===== src/rtl/mby_mesh_data_pack.sv =====
// Packs IN_W-bit words into OUT_W-bit mesh beats, closing early on end-of-packet,
// and buffers completed beats in a small circular FIFO ahead of the mesh master.
module mby_mesh_data_pack #(
  parameter int IN_W  = 64,
  parameter int OUT_W = 512,
  parameter int DEPTH = 2
) (
  input  logic             clk,
  input  logic             rst,
  input  logic             in_vld,
  input  logic [IN_W-1:0]  in_data,
  input  logic             in_eop,
  output logic             in_rdy,
  output logic             out_vld,
  output logic [OUT_W-1:0] out_data,
  output logic [3:0]       out_nwords,
  output logic             out_eop,
  input  logic             out_rdy,
  output logic [15:0]      beat_cnt
);

  localparam int LANES = OUT_W / IN_W;
  localparam int PW    = (DEPTH > 1) ? $clog2(DEPTH) : 1;
  localparam int CW    = $clog2(DEPTH + 1);

  logic [2:0]       idx_p0;
  logic [OUT_W-1:0] asm_p0;
  logic [OUT_W-1:0] merged;

  logic [OUT_W-1:0] fifo_data   [DEPTH];
  logic [3:0]       fifo_nwords [DEPTH];
  logic             fifo_eop    [DEPTH];
  logic [PW-1:0]    rd_ptr;
  logic [PW-1:0]    wr_ptr;
  logic [CW-1:0]    count;

  logic accept;
  logic close;
  logic pop;

  function automatic logic [PW-1:0] next_ptr(input logic [PW-1:0] p);
    return (p == PW'(DEPTH - 1)) ? '0 : p + 1'b1;
  endfunction

  assign in_rdy  = rst && (count < CW'(DEPTH));
  assign accept  = in_vld && in_rdy;
  assign close   = accept && ((idx_p0 == 3'(LANES - 1)) || in_eop);
  assign out_vld = rst && (count != '0);
  assign pop     = out_vld && out_rdy;

  // Slots above idx are still zero from the last clear, so a short beat is zero-filled.
  always_comb begin
    merged = asm_p0;
    for (int k = 0; k < LANES; k++) begin
      if (idx_p0 == 3'(k)) merged[k*IN_W +: IN_W] = in_data;
    end
  end

  // Stage p0: accumulator and FIFO control
  always_ff @(posedge clk) begin
    if (!rst) begin
      idx_p0   <= '0;
      asm_p0   <= '0;
      rd_ptr   <= '0;
      wr_ptr   <= '0;
      count    <= '0;
      beat_cnt <= '0;
    end else begin
      if (close) begin
        idx_p0 <= '0;
        asm_p0 <= '0;
        wr_ptr <= next_ptr(wr_ptr);
      end else if (accept) begin
        idx_p0 <= idx_p0 + 3'd1;
        asm_p0 <= merged;
      end
      if (pop) begin
        rd_ptr   <= next_ptr(rd_ptr);
        beat_cnt <= beat_cnt + 16'd1;
      end
      if (close && !pop)      count <= count + 1'b1;
      else if (!close && pop) count <= count - 1'b1;
    end
  end

  always_ff @(posedge clk) begin
    if (close) begin
      fifo_data[wr_ptr]   <= merged;
      fifo_nwords[wr_ptr] <= {1'b0, idx_p0} + 4'd1;
      fifo_eop[wr_ptr]    <= in_eop;
    end
  end

  // Stage p1: FIFO head, forced to zero when empty or in reset
  assign out_data   = out_vld ? fifo_data[rd_ptr]   : '0;
  assign out_nwords = out_vld ? fifo_nwords[rd_ptr] : 4'd0;
  assign out_eop    = out_vld ? fifo_eop[rd_ptr]    : 1'b0;

endmodule


===== config.mk =====
export PLATFORM = sky130hd
export DESIGN_NAME = mby_mesh_data_pack
export DESIGN_NICKNAME = d
export VERILOG_FILES = /design/src/rtl/mby_mesh_data_pack.sv
export SDC_FILE = /design/constraint.sdc
export NUM_CORES = 2
export LEC_CHECK = 0
export CAP_MARGIN = 20
export CORE_UTILIZATION = 45
export DETAILED_ROUTE_END_ITERATION = 6
export PLACE_DENSITY_LB_ADDON = 0.2
export SLEW_MARGIN = 10
export SYNTH_ARGS = -nofsm -noshare
export SYNTH_HDL_FRONTEND = slang
export SYNTH_SLANG_ARGS = --single-unit

===== constraint.sdc =====
create_clock -name clk -period 62.7 [get_ports clk]
set_input_delay 9.405 -clock clk [delete_from_list [all_inputs] [get_ports clk]]
set_output_delay 9.405 -clock clk [all_outputs]
set_load 0.1 [all_outputs]

# After elaboration in Yosys (flattened, before gate mapping)
# Memory sizes are Yosys's and may differ from the RTL's. A register that Yosys moved wholly into a read port is not among the register bits.
# Cells that the tools add are included.
[classes]
addsub = 7
reduce_logical = 14
mux = 23
bitwise = 1
order_cmp = 1
eq_ne = 7
[op_table]
columns = ["operator", "count"]
rows = [
  ["2-to-1 mux 512 bit", 1],
  ["2-to-1 mux 64 bit", 8],
  ["adder 16 x 1 -> 16 bit, second input constant", 1],
  ["equality test 3 bit, second input constant", 4],
  ["2-to-1 mux 1 bit", 11],
  ["logical AND 1 bit", 7],
  ["equality test 3 x 2 -> 1 bit, second input constant", 2],
  ["adder 3 x 1 -> 4 bit, second input constant", 1],
  ["2-to-1 mux 2 bit", 2],
  ["2-to-1 mux 4 bit", 1],
  ["nonzero test 2 bit", 2],
  ["adder 3 x 1 -> 3 bit, second input constant", 1],
  ["equality test 3 x 1 -> 1 bit, second input constant", 1],
  ["logical NOT 3 bit", 1],
  ["adder 1 bit, second input constant", 2],
  ["adder 2 x 1 -> 2 bit, second input constant", 1],
  ["logical NOT 1 bit", 2],
  ["less-than comparator 2 bit, second input constant", 1],
  ["OR reduction 2 bit", 1],
  ["subtractor 2 x 1 -> 2 bit, second input constant", 1],
  ["logical OR 1 bit", 1],
  ["inverter 1 bit", 1],
]
[totals]
wordCells = 62
mem_count = 3
regBits = 535
mem_bits_rw = 1034
inputBits = 69
output_inout_bits = 535
[mem_list]
columns = ["memory", "words", "width", "rd", "rd_ports_with_merged_regs", "write_ports", "line", "text"]
rows = [
  ["fifo_data", 2, 512, 1, 1, 1, "30", "logic [OUT_W-1:0] fifo_data [DEPTH];"],
  ["fifo_nwords", 2, 4, 1, 1, 1, "31", "logic [3:0] fifo_nwords [DEPTH];"],
  ["fifo_eop", 2, 1, 1, 1, 1, "32", "logic fifo_eop [DEPTH];"],
]

# Longest topological paths before layout
[depth]
ltp_word = 8
ltp_mapped = 8
depth_no_buf = 8

# Worst setup path before layout
# Ideal clock, no wire load.
[synth_path]
kind = "input to register"
startpoint = "input port in_vld"
endpoint = "memory fifo_data[0][0], enable pin"
slack_ns = 15.546
stages = 5
arrival_time_ns = 45.124
path_buffers = 3
required_ns = 60.670
setup_ns = 2.030
path_cell_list = "nand3b_1 > buf_2 > clkbuf_1 > clkbuf_1 > nor3_1"
[synth_between]
elab_chain_cells = 4
[synth_lines]
columns = ["item", "line", "text"]
rows = [
  ["from (decl)", "10", "input logic in_vld,"],
  ["logical AND 1 bit", "46", "assign accept = in_vld && in_rdy;"],
  ["logical AND 1 bit", "47", "assign close = accept && ((idx_p0 == 3'(LANES - 1)) || in_eop);"],
  ["2-to-1 mux 1 bit", "87", "if (close) begin"],
  ["2-to-1 mux 1 bit (implied by the code)", "88", "fifo_data[wr_ptr] <= merged;"],
  ["to (decl)", "30", ""],
]
# No other way between the ends.

# Final worst setup path
[layout_path]
startpoint = "input port rst"
endpoint = "output port out_data[399]"
[layout_between]
elab_chain_cells = 2
[layout_lines]
columns = ["item", "line", "text"]
rows = [
  ["from (decl)", "9", "input logic rst,"],
  ["logical AND 1 bit", "48", "assign out_vld = rst && (count != '0);"],
  ["2-to-1 mux 512 bit", "95", "assign out_data = out_vld ? fifo_data[rd_ptr] : '0;"],
  ["to (decl)", "15", "output logic [OUT_W-1:0] out_data,"],
]
# No other way between the ends.

==> impl_metrics.yaml <==
outcome:
  outcome: "completed"
placement:
  gp_congestion: 0.779
  port_buffers: 603
  post-dp-hpwl_um: 94800
synth:
  yosys.area_share.adder: 0.00158
  yosysSeqAreaShare: 0.661
  syn_area_per_cell_um2: 12.4
  synthMuxAreaShare: 0.174
  yosys.area.top_type: "edfxtp_1"
  synth-simple-area-share: 0.122
  ys_top_cells_by_area: "edfxtp_1 49%, dfxtp_1 17%, mux2_2 9.1%, mux2i_1 8.3%, nor2_1 7.0%"
  synth_top_area_frac: 0.492
  synth_top_family_by_area: "multiplexers"
  yosys.area_share.xor_xnor: 0.00166
  syn_area_um2: 63200
  synth-async-reset-ratio: 0
  synth_edf_count: 1034
  synth_ff_type: "edfxtp_1"
  ys_ff_latch: 1570
  yosysWarnings: 0
  synth_compound_area_frac: 0.0165
  synth_cell_type_count: 31
  synth_fp_nets: 5187
  syn_inst: 5110
setup_path:
  worstPathMaxFanout: 158
  arrival_ns: 14.50
  cp-start-kind: "input pin"
  crit_path_end_kind: "output port"
  path_class: "input pin to output port"
  cp_data_required_time_ns: 53.29
timing:
  setup_violations: 0
  tns_ns: 0
  period_minus_slack_ns: 23.91
  post-route-period-util: 0.381
  relSlewSlack: 0.220
  tightest_slew_ns: 1.17
  fmax_ghz: 0.0418
  report.final.slew_viol_count: 0
  rsz0062_at_grt: "false"
  fin_skew_ns: 0.0247
  hold_viol_final: 0
grt:
  grt_max_degree: 181
  grt-ovfl-total: 0
  grt_pass1_wl_um: 243000
  track_usage: 0.225
  antenna_found_initial: 4
  grt_pass1_vias: 38674
die:
  die_x_um: 377
  die_height_um: 377
  initial_utilization: 0.453
  fp-row-count: 137
  coreArea_um2: 139000
  die_area_um2: 142000
  io_pins: 604
power_and_ir_drop:
  p_leak_nw: 25.6
  pwr-share-seq: 0.462
  net-switching-power_mw: 0.714
  clkPwrFrac: 0.376
  power_density_nw_per_um2: 32.7
  vdd_drop_max_uv: 23.0
  total_power_mw: 2.48
  pwr-share-comb: 0.162
  cell_internal_pwr_mw: 1.77
  netSwitchingFraction: 0.287
clock_network:
  max-clock-path-buffers: 3
  worstSkewPairLatency_ns: 0.78
  cts_buffers: 164
  htree_num_levels: 4
  post_cts_buffers: 0
  clkSlewWorstSetupHoldPaths_ns: 0.05
  cts.sinks: 1570
  cts_resized: 0
  cts-root-buf: "clkbuf_16"
  cts_hold_buf: 0
  cts_tree: "done"
finish:
  syn_to_final_growth_pct: 20.3
  nNetsFinal: 5670
  drive_gt1_frac: 0.141
drt:
  avgViaCountPerCell: 5.27
  drtAntennaViolNets: 0
  route.detailed.drc: 0
  routedWlPerCell_um: 21.5
  drt-total-wl_um: 164000
  initialDrtViolationCount: 2899
  vias: 40113
  firstDrtPassIters: 6
min_path:
  hold_class: "flop to flop"
job:
  maxCapViolCount: 0
==> synth_stat cells, types with 3 or more instances <==
cell and number:
clkbuf_1 213, nand4_1 3, ha_1 8, edfxtp_1 1034
buf_1 34, a21oi_1 198, inv_1 8, dfxtp_1 536
mux2_2 512, xnor2_1 6, or3_1 5, o21ai_0 6
xor2_1 6, nand2_1 398, nor2_1 1174, nand2b_1 5
nand3_1 7, nor3_1 326, nor2b_1 3, mux2i_1 521
buf_2 97
==> final cells by class <==
class                      count  area, um2
tap                         1876       2350
sequential                  1570      41800
timing repair buffer         661       6560
clock inverter                51        473
multi-input combinational   3187      20000
clock buffer                 257       4720
antenna                        1       2.50
fill                       11575      63400
inverter                       9       33.8
==> final timing paths <==
| check | cells after the start | end | slack [ns] | from |
|---|---|---|---|---|
| worst min-delay path | 2 | asm_p0[434]$_SDFFE_PP0P_ | 0.45 | asm_p0[434]$_SDFFE_PP0P_ |
| worst max-delay path | 8 | out_data[399] | 38.79 | rst |
| worst min register to register | 2 | asm_p0[434]$_SDFFE_PP0P_ | 0.45 | asm_p0[434]$_SDFFE_PP0P_ |
| worst max register to register | 7 | fifo_data[1][397]$_DFFE_PP_ | 56.76 | idx_p0[2]$_SDFFE_PP0P_ |
==> flip-flops by register name, summed over array words and instances, names as in the netlist, named ones only <==
| signal | count |
|---|---|
| rd_ptr | 1 |
| wr_ptr | 1 |
| count | 2 |
| beat_cnt | 16 |
| idx_p0 | 3 |
| asm_p0 | 512 |
| fifo_data | 1024 |
| fifo_nwords | 8 |
| fifo_eop | 2 |
==> layer usage <==
layer  vias up  GRT usage  wire length, um  part of all wire
li1      18874          -                -                 -
met1     19888      0.313            72400              0.44
met2      1133      0.363            78200              0.48
met3       218     0.0373             9400             0.057
met4         0     0.0627             3790             0.023
met5         -          0                0                 0
==> cell usage in the layout (no fill, tap or decap), types with 3 or more instances in the layout <==
cell type	netlist	final
nand2_1	398	395
mux2_2	512	512
clkbuf_1	213	67
nand3_1	7	7
inv_16	0	3
nand2b_1	5	5
clkinv_1	1	16
nor2b_4	0	3
clkbuf_16	0	165
xnor2_1	6	6
clkbuf_8	0	25
o21ai_0	6	5
nor3_1	326	325
clkinv_8	0	4
nand2_4	0	3
bufinv_16	0	3
mux2i_1	521	521
inv_1	8	8
a21oi_1	198	198
dfxtp_1	536	535
ha_1	8	6
buf_12	0	7
nand4_1	3	3
clkdlybuf4s50_1	0	603
edfxtp_1	1034	1034
inv_6	0	5
clkinv_2	0	18
nor2_1	1174	1173
buf_4	0	51
xor2_1	6	6
or3_1	5	5
==> logic make-up (layout without fill, tap and decap cells) <==
kind of cell | after synthesis | after routing
compound gates | 207 | 207
other cells | 0 | 1
xor+xnor | 12 | 12
simple gates | 1927 | 1927
flops | 1570 | 1570
fa+ha+maj | 8 | 8
buf+inv | 353 | 978
mux | 1033 | 1033
==> power groups by stage <==
stage	registers [mW]	logic, mW	clock network [mW]
5_1_grt	1.15	0.422	0.993
3_3_place_gp	1.17	0.401	0
6_report	1.15	0.402	0.934
2_1_floorplan	1.19	0.297	0
3_5_place_dp	1.17	0.404	0
4_1_cts	1.15	0.405	0.953
==> worst max-delay path, stage by stage <==
cell and delay (ns):
clkdlybuf4s50_1 0.73, o21ai_4 0.19, buf_12 0.49, buf_4 0.63, buf_4 0.73, buf_4 0.85, nor2_1 0.14, clkdlybuf4s50_1 1.02
==> per-stage QoR <==
stage | std cells | hold WS [ns] | util | setup WS (ns) | instance area (um2)
4_1_cts | 7611 | 0.452 | 0.545 | 38.73 | 76000
3_5_place_dp | 7303 | 0.443 | 0.508 | 38.76 | 70800
3_3_place_gp | 7303 | 0.437 | 0.508 | 38.99 | 70800
6_report | 7612 | 0.450 | 0.545 | 38.79 | 76000
5_1_grt | 7611 | 0.466 | 0.545 | 38.45 | 76000
2_1_floorplan | 5110 | 0.433 | - | 15.55 | 63200
Power figures use the tool's default switching activity.
